--- src/rtl/mpx_muldiv_seq.sv ---
// Multi-cycle integer multiply/divide unit: shift-add multiply, restoring divide,
// results into architectural HI/LO with a valid/ready issue handshake.
module mpx_muldiv_seq #(
    parameter int WIDTH    = 32,
    parameter int MUL_BITS = 1
) (
    input  logic             clk_i,
    input  logic             rst_i,
    input  logic             valid_i,
    input  logic [2:0]       op_i,
    input  logic [WIDTH-1:0] a_i,
    input  logic [WIDTH-1:0] b_i,
    input  logic             abort_i,
    output logic             ready_o,
    output logic             busy_o,
    output logic             done_o,
    output logic [WIDTH-1:0] hi_o,
    output logic [WIDTH-1:0] lo_o
);

    localparam int CNT_W = $clog2(WIDTH + 1);
    localparam logic [CNT_W-1:0] MUL_LAST = CNT_W'(WIDTH / MUL_BITS - 1);
    localparam logic [CNT_W-1:0] DIV_LAST = CNT_W'(WIDTH - 1);
    localparam logic [CNT_W-1:0] CNT_ONE  = CNT_W'(1);
    localparam logic signed [WIDTH-1:0] ZERO_S = '0;

    localparam logic [2:0] OP_MULT  = 3'd0;
    localparam logic [2:0] OP_MULTU = 3'd1;
    localparam logic [2:0] OP_DIV   = 3'd2;
    localparam logic [2:0] OP_DIVU  = 3'd3;
    localparam logic [2:0] OP_MTHI  = 3'd4;
    localparam logic [2:0] OP_MTLO  = 3'd5;

    typedef enum logic [1:0] {IDLE, RUN, FIX} state_t;

    function automatic logic [WIDTH-1:0] neg_w(input logic [WIDTH-1:0] x);
        return '0 - x;
    endfunction

    function automatic logic [2*WIDTH-1:0] neg_2w(input logic [2*WIDTH-1:0] x);
        return '0 - x;
    endfunction

    state_t               state;
    logic [CNT_W-1:0]     cnt;
    logic                 is_div;
    logic                 neg_res;
    logic                 neg_rem;
    logic [WIDTH-1:0]     opnd;
    logic [2*WIDTH-1:0]   acc;

    logic signed [WIDTH-1:0] a_s;
    logic signed [WIDTH-1:0] b_s;
    logic                    signed_op;
    logic                    a_neg;
    logic                    b_neg;
    logic                    accept_md;
    logic [WIDTH-1:0]        a_mag;
    logic [WIDTH-1:0]        b_mag;

    assign a_s     = a_i;
    assign b_s     = b_i;
    assign ready_o = (state == IDLE);
    assign busy_o  = !ready_o;

    always_comb begin
        signed_op = (op_i == OP_MULT) || (op_i == OP_DIV);
        a_neg     = signed_op && (a_s < ZERO_S);
        b_neg     = signed_op && (b_s < ZERO_S);
        a_mag     = a_neg ? neg_w(a_i) : a_i;
        b_mag     = b_neg ? neg_w(b_i) : b_i;
        accept_md = (state == IDLE) && valid_i && !abort_i && (op_i <= OP_DIVU);
    end

    // Multiply step: acc = {partial product, unretired multiplier bits}
    logic [WIDTH+MUL_BITS-1:0] mul_sum;
    logic [2*WIDTH-1:0]        mul_next;

    always_comb begin
        mul_sum = {{MUL_BITS{1'b0}}, acc[2*WIDTH-1:WIDTH]};
        for (int j = 0; j < MUL_BITS; j++) begin
            if (acc[j]) begin
                mul_sum = mul_sum + ({{MUL_BITS{1'b0}}, opnd} << j);
            end
        end
        mul_next = {mul_sum, acc[WIDTH-1:MUL_BITS]};
    end

    // Divide step: acc = {partial remainder, dividend bits shifting into quotient}
    logic [WIDTH:0]     div_shift;
    logic [WIDTH-1:0]   div_diff;
    logic               div_ge;
    logic [2*WIDTH-1:0] div_next;

    always_comb begin
        div_shift = {acc[2*WIDTH-1:WIDTH], acc[WIDTH-1]};
        div_ge    = (div_shift >= {1'b0, opnd});
        div_diff  = div_shift[WIDTH-1:0] - opnd;
        div_next  = {div_ge ? div_diff : div_shift[WIDTH-1:0], acc[WIDTH-2:0], div_ge};
    end

    // Sign fix-up applied on the FIX edge
    logic [2*WIDTH-1:0] mul_res;
    logic [WIDTH-1:0]   quo_res;
    logic [WIDTH-1:0]   rem_res;

    always_comb begin
        mul_res = neg_res ? neg_2w(acc) : acc;
        quo_res = neg_res ? neg_w(acc[WIDTH-1:0]) : acc[WIDTH-1:0];
        rem_res = neg_rem ? neg_w(acc[2*WIDTH-1:WIDTH]) : acc[2*WIDTH-1:WIDTH];
    end

    always_ff @(posedge clk_i) begin
        if (accept_md) begin
            if (op_i[1]) begin
                acc  <= {{WIDTH{1'b0}}, a_mag};
                opnd <= b_mag;
            end else begin
                acc  <= {{WIDTH{1'b0}}, b_mag};
                opnd <= a_mag;
            end
        end else if (state == RUN) begin
            acc <= is_div ? div_next : mul_next;
        end
    end

    always_ff @(posedge clk_i or negedge rst_i) begin
        if (!rst_i) begin
            state   <= IDLE;
            cnt     <= '0;
            is_div  <= 1'b0;
            neg_res <= 1'b0;
            neg_rem <= 1'b0;
            hi_o    <= '0;
            lo_o    <= '0;
            done_o  <= 1'b0;
        end else begin
            done_o <= 1'b0;
            case (state)
                IDLE: begin
                    if (valid_i && !abort_i) begin
                        case (op_i)
                            OP_MULT, OP_MULTU, OP_DIV, OP_DIVU: begin
                                state   <= RUN;
                                is_div  <= op_i[1];
                                cnt     <= op_i[1] ? DIV_LAST : MUL_LAST;
                                neg_res <= a_neg ^ b_neg;
                                neg_rem <= a_neg;
                            end
                            OP_MTHI: hi_o <= a_i;
                            OP_MTLO: lo_o <= a_i;
                            default: ;
                        endcase
                    end
                end
                RUN: begin
                    if (abort_i) begin
                        state <= IDLE;
                    end else if (cnt == '0) begin
                        state <= FIX;
                    end else begin
                        cnt <= cnt - CNT_ONE;
                    end
                end
                FIX: begin
                    state <= IDLE;
                    if (!abort_i) begin
                        done_o <= 1'b1;
                        if (is_div) begin
                            lo_o <= quo_res;
                            hi_o <= rem_res;
                        end else begin
                            {hi_o, lo_o} <= mul_res;
                        end
                    end
                end
                default: state <= IDLE;
            endcase
        end
    end

endmodule

--- config.mk ---
export PLATFORM = sky130hd
export DESIGN_NAME = mpx_muldiv_seq
export DESIGN_NICKNAME = d
export VERILOG_FILES = /design/src/rtl/mpx_muldiv_seq.sv
export SDC_FILE = /design/constraint.sdc
export NUM_CORES = 1
export LEC_CHECK = 0
export CAP_MARGIN = 25
export CORE_UTILIZATION = 55
export CTS_CLUSTER_DIAMETER = 30
export DETAILED_ROUTE_END_ITERATION = 7
export PLACE_DENSITY = 0.77
export SETUP_SLACK_MARGIN = 0.3
export SYNTH_ARGS = -nofsm -noshare
export SYNTH_HDL_FRONTEND = slang
export SYNTH_SLANG_ARGS = --single-unit
export TNS_END_PERCENT = 1
--- constraint.sdc ---
create_clock -name clk_i -period 10.1 [get_ports clk_i]
set_input_delay 2.02 -clock clk_i [delete_from_list [all_inputs] [get_ports clk_i]]
set_output_delay 2.02 -clock clk_i [all_outputs]
set_load 0.005 [all_outputs]
### Yosys cells after proc, flatten, opt, wreduce, memory -nomap -nowiden

Cells that the tools add are included.
W data, S select, Z words.

* word-level logic and storage cells: 93
* input port bits: 71
* output and inout bits: 67
* register bits: 172

* bitwise operators: 1
* equal/unequal tests: 15
* order comparisons: 4
* mux-type cells: 34
* reductions and logical operators: 21
* add/subtract/negate cells: 8

Operators by type and width (number)
* $mux W32: 15
* $mux W64: 4
* $pmux W32 S2: 2
* $sub A1 B32 Y32 const A: 4
* $lt A32 B1 Y1 const B: 2
* $sub A1 B64 Y64 const A: 1
* $add A32 B32 Y33: 1
* $ge A33 B32 Y1: 1
* $mux W33: 1
* $sub A32 B32 Y32: 1
* $mux W6: 4
* $pmux W6 S2: 1
* $mux W2: 4
* $ne A2 B1 Y1 const B: 4
* $reduce_and A4 Y1: 2
* $eq A3 B2 Y1 const B: 2
* $eq A3 B3 Y1 const B: 2
* $logic_and A1 B1 Y1: 6
* $logic_not A6 Y1: 1
* $ne A2 B2 Y1 const B: 3
* $reduce_and A3 Y1: 2
* $reduce_bool A2 Y1: 3
* $sub A6 B1 Y6 const B: 1
* $reduce_and A5 Y1: 1
* other kinds (13): 15

### Logic depth before layout (Yosys ltp)

* word-level depth: 6
* mapped depth: 14
* mapped depth without buffers: 12

### Worst setup path before layout

Ideal clock, no wire load.

* kind: input -> register
* from: input valid_i
* to: register acc[0], enable pin
* arrival: 4.049 ns
* required time: 9.409 ns
* buffers on the path: 3
* setup time: 0.691 ns
* setup slack: 5.360 ns
* cell stages on the path: 6
* cell sequence: nor3b_1 > nand2b_1 > clkbuf_1 > clkbuf_1 > buf_1 > nand2_1

* cells in the longest elaborated chain, start to end: 4

RTL lines
* from (decl): line 9 `input logic valid_i,`
* $logic_and A1 B1 Y1 (3 in series): line 72 `accept_md = (state == IDLE) && valid_i && !abort_i && (op_i <= OP_DIVU);`
* $reduce_bool A2 Y1 (no line)
* to (signal assigned): line 116 `acc <= {{WIDTH{1'b0}}, a_mag};`
* to (signal assigned): line 119 `acc <= {{WIDTH{1'b0}}, b_mag};`
* to (signal assigned): line 123 `acc <= is_div ? div_next : mul_next;`
* to (decl): line 50 `logic [2*WIDTH-1:0] acc;`

Every way passes these cells.
A chain may end at the register's enable or synchronous reset.

### Worst setup path after layout

* from: input a_i[0]
* to: register acc[26] (data pin)

* cells in the longest elaborated chain, start to end: 5
* elaborated cells between the ends (all ways): 6
* those cells by class: add/sub: 1; order compare: 1; mux: 3; reduce/logical: 1

RTL lines
* from (decl): line 11 `input logic [WIDTH-1:0] a_i,`
* $lt A32 B1 Y1: line 68 `a_neg = signed_op && (a_s < ZERO_S);`
* $logic_and A1 B1 Y1: line 68
* $mux W32 (*): line 70 `a_mag = a_neg ? neg_w(a_i) : a_i;`
* $mux W32 (*): line 115 `if (op_i[1]) begin`
* $mux W64 (*): line 114 `if (accept_md) begin`

Every way passes the cells marked *; elsewhere a longest branch is shown, timed or not.

==> impl_metrics.ini <==
[timing]
clock.fmax_mhz = 184.4
finalCriticalPeriod_ps = 5423
finalSetupViolations = 0
final_hold_viol_count = 0
fin_skew_ps = 18.73
tightestPinTransition_ps = 1053
finalCritPeriodShare_pct = 53.69
unrepaired_setup_endpoints_after_global_routing = no
timing.slew.headroom_pct = 28.88
drv_slew = 0
fin_setup_tns_ps = 0

[worst_setup_path]
crit_path_start_kind = primary input
crit-reg2reg-launch = acc[0]
dominant_delay_contributor_by_cell_family_on_the_critical_path = simple AND/OR/NAND/NOR gates
worst-path-max-fanout = 4
path_common_cell = sky130_fd_sc_hd__nand2_1
worst_r2r_endpoint = hi_o[6]
setup.reg_to_reg.worst_slack_ps = 5850
timing.setup.critical_path_class = in2reg
worst_path_largest_cell_delay_ps = 650
critPathArrivalTime_ps = 5580
chain_of_cells_forming_the_critical_path = clkdlybuf4s50_1, inv_1, ha_1, or4b_2, nor4_1, nand2_1, nor3b_1, nor2_1, xnor2_1, mux2i_1, nand2_1, o21ai_0
setup.worst_path.end_class = register
critical_path_cell_count = 12
cp.buffers_inverters = 2
worstPathRequired_ps = 10260
setup.worst_path.end = acc[26]
r2r_cells = 12
timing.critical_path.from = a_i[0]
cp_slowest_cell = sky130_fd_sc_hd__or4b_2

[drt]
drtPass1Iterations = 6
routed_wl_mm = 57.07
ant_nets = 0
dr_total_vias = 15187
detail_route.iter0.violations = 1709
post_drt_via_cell_ratio = 6.594
avgRoutedWirePerCell_um = 24.78
drc = 0

[synthesis]
synth-seq-cells = 172
synth_top_flop_cell = sky130_fd_sc_hd__edfxtp_1
synth_top_family_by_area = compound AO/OA/AOI/OAI gates
synth_edf_count = 96
netlist_area_um2 = 15250
synth.yosys.seq_area_share_pct = 31.38
xor_xnor_cell_area_share_of_the_yosys_netlist_pct = 10.05
muxShareOfSynthArea_pct = 7.222
complex_gate_fraction_of_the_synthesized_area_pct = 22.27
synth_cells = 1854
asyncSetResetFlopFracSynth_pct = 44.19
synth.lib_cells_used.distinct = 72
synth.yosys.warnings = 0
syn-num-nets = 1997
yosys.area_share.adder_pct = 6.007
yosysTopAreaCellShare_pct = 18.91
simple_logic_cell_fraction_of_the_synthesized_area_pct = 18.55
synth_area_leader_cell = sky130_fd_sc_hd__edfxtp_1
synthTopCellsByArea = sky130_fd_sc_hd__edfxtp_1 (19%), sky130_fd_sc_hd__dfrtp_1 (12%), sky130_fd_sc_hd__mux2i_1 (6.6%)
syn-mean-instance-area_um2 = 8.223

[floorplan]
die_height_um = 168.5
die_width_um = 168.5
core_area_um2 = 27100
rows = 60
floorplan.die_area_um2 = 28390
initial_core_util_pct = 56.26
io-pin-count = 138

[layout]
fillCellCount = 2377
area_delta_synth_final_pct = 14.29
final-seq-area_um2 = 4788
num-nets-final = 2060
fraction_of_final_layout_cells_sized_beyond_drive_strength_1_pct = 4.663
multiInputGateArea_um2 = 9799
design_area_final_um2 = 17420

[placed_design]
gp_congestion = 1.009
port-buffer-count = 137
place.detailed.hpwl_mm = 43.23
placed_cell_area_um2 = 16820

[power]
powerDensity_nw_per_um2 = 176.1
power.ir.vdd_worst_mv = 0.09200
p_sw_share_pct = 41.18
intPower_mw = 1.805
power_leakage_nw = 6.769
power.sequential.fraction_pct = 34.8
p_switching_mw = 1.264
comb_power_share_pct = 43.0
power_frac_clock_pct = 22.2

[cts]
clock_insertion_delay_worst_skew_ps = 450
cts-resized-gates = 0
clock_path_buffers = 2
clk_transition_reported_paths_ps = 80
clock-sinks = 172
cts-htree-levels = 4
cts_setup_buffers = 0
hold_buffers = 0
root_buffer = sky130_fd_sc_hd__clkbuf_16
tritoncts = built
numCtsBuffers = 17

[status]
status = completed

[flow_run]
max-cap-violations = 0

[worst_hold_path]
hold_path_stages = 1
hp-class = reg2reg

[global_routing]
maximum_number_of_pins_on_one_net_before_global_route_repair = 77
grt_first_pass_wirelength_mm = 85.45
grt_usage_pct = 40.11
grt_pass1_vias = 14397
grt_overflow_total = 0
antenna_found_initial = 2
[kinds of logic (layout without fill, tap and decap cells)]
| kind of cell | after synthesis | in the layout |
|---|---|---|
| buffers and inverters | 183 | 259 |
| AND/OR/NAND/NOR | 602 | 602 |
| flip-flops | 172 | 172 |
| AO/OA/AOI/OAI | 541 | 541 |
| XOR/XNOR | 175 | 175 |
| multiplexers | 109 | 109 |
| other | 0 | 1 |
| adder cells (fa/ha/maj) | 72 | 72 |
[through the flow]
step	cells	setup slack, ps	total power [mW]	util [%]	hold slack, ps
2_1_floorplan	1854	5360	1.856	-	471.8
3_3_place_gp	2269	4402	2.336	62.07	462.0
5_1_grt	2303	4466	3.209	64.29	504.3
3_5_place_dp	2269	4343	2.356	62.07	467.6
6_report	2303	4677	3.068	64.29	486.3
4_1_cts	2301	4787	3.030	64.18	488.4
[power groups by stage]
stage                     clock, mW  sequential, mW  combinational [mW]
after CTS                     0.677            1.06                1.29
after detailed placement          0            1.07                1.28
after global placement            0            1.07                1.27
after global routing          0.702            1.08                1.43
final                         0.682            1.07                1.32
after floorplan                   0           0.994               0.862
[state kept, by name, indices dropped and copies added, names as in the netlist]
| name | cells |
|---|---|
| acc | 64 |
| hi_o | 32 |
| lo_o | 32 |
| opnd | 32 |
| cnt | 6 |
| state | 2 |
| done_o | 1 |
| is_div | 1 |
| neg_rem | 1 |
| neg_res | 1 |
[worst reg2reg max path: stages, from the launching register on]
cell,delay [ps]
sky130_fd_sc_hd__edfxtp_1,320
sky130_fd_sc_hd__buf_4,500
sky130_fd_sc_hd__clkinv_1,870
sky130_fd_sc_hd__ha_1,580
sky130_fd_sc_hd__nor4b_1,170
sky130_fd_sc_hd__and2_1,170
sky130_fd_sc_hd__nand4_1,340
sky130_fd_sc_hd__nor2_1,140
sky130_fd_sc_hd__nor2_1,320
sky130_fd_sc_hd__o41ai_1,140
sky130_fd_sc_hd__xnor2_1,280
sky130_fd_sc_hd__nor2_1,70
sky130_fd_sc_hd__o31ai_1,260
[area by class of cell]
cell class	count	area share [%]
antenna	1	0.01436
inverter	71	1.530
timing repair buffer	156	8.775
clock inverter	15	0.8473
sequential	172	27.48
tap	372	2.671
multi-input combinational	1499	56.24
clock buffer	17	2.441
[worst min path at each step]
stage          slack [ps]        to      from
2_1_floorplan         470    cnt[0]    cnt[0]
3_5_place_dp          470  lo_o[20]  lo_o[20]
6_report              490  lo_o[24]  lo_o[24]
3_3_place_gp          460  lo_o[22]  lo_o[22]
4_1_cts               490  lo_o[26]  lo_o[26]
5_1_grt               500   hi_o[6]   hi_o[6]
[metal layers]
layer	GRT usage [%]	vias to the layer above	part of all wire [%]
met4	22.61	2	5.9
met1	52.79	7225	40
met5	0	-	0.028
met2	62.08	911	44
met3	7.646	158	9.4
li1	-	6891	-
[layout by cell type, fill, tap and decap left out, types with 8 or more instances in the layout]
cell type / Yosys / layout
sky130_fd_sc_hd__nor2b_1: 19 / 18
sky130_fd_sc_hd__or3_1: 20 / 20
sky130_fd_sc_hd__nand3_1: 25 / 25
sky130_fd_sc_hd__a21oi_1: 146 / 146
sky130_fd_sc_hd__nand2b_1: 15 / 14
sky130_fd_sc_hd__ha_1: 70 / 70
sky130_fd_sc_hd__buf_4: 0 / 20
sky130_fd_sc_hd__o31ai_1: 56 / 56
sky130_fd_sc_hd__edfxtp_1: 96 / 96
sky130_fd_sc_hd__a221oi_1: 9 / 9
sky130_fd_sc_hd__o41ai_1: 14 / 14
sky130_fd_sc_hd__a21o_1: 36 / 36
sky130_fd_sc_hd__a211oi_1: 41 / 41
sky130_fd_sc_hd__xor2_1: 64 / 64
sky130_fd_sc_hd__nand2_1: 196 / 195
sky130_fd_sc_hd__nand4_1: 14 / 14
sky130_fd_sc_hd__o211ai_1: 10 / 10
sky130_fd_sc_hd__mux2_2: 8 / 8
sky130_fd_sc_hd__nor2_1: 182 / 182
sky130_fd_sc_hd__or4_1: 14 / 14
sky130_fd_sc_hd__dfrtp_1: 76 / 75
sky130_fd_sc_hd__and2_1: 8 / 8
sky130_fd_sc_hd__a31oi_1: 24 / 24
sky130_fd_sc_hd__o21bai_1: 9 / 9
sky130_fd_sc_hd__clkbuf_16: 0 / 17
sky130_fd_sc_hd__inv_1: 69 / 69
sky130_fd_sc_hd__nor4_1: 29 / 29
sky130_fd_sc_hd__nor3_1: 38 / 38
sky130_fd_sc_hd__o21ai_0: 140 / 139
sky130_fd_sc_hd__clkdlybuf4s50_1: 0 / 135
sky130_fd_sc_hd__or2_2: 10 / 10
sky130_fd_sc_hd__xnor2_1: 111 / 111
sky130_fd_sc_hd__mux2i_1: 101 / 101
[synthesized netlist by cell type, drive strengths merged, types with 15 or more instances]
master and instances:
buf 17, nand3 25, dfrtp 76, xnor2 111, o31ai 56, nor2 182, or4 17, nand2 196
o21ai 142, clkbuf 95, a21o 36, nor2b 19, or3 20, nor3 38, a31oi 24, ha 70
a21oi 146, mux2i 101, a211oi 41, inv 69, nand2b 15, xor2 64, edfxtp 96, nor4 29
(Power assumes the default switching activity.)
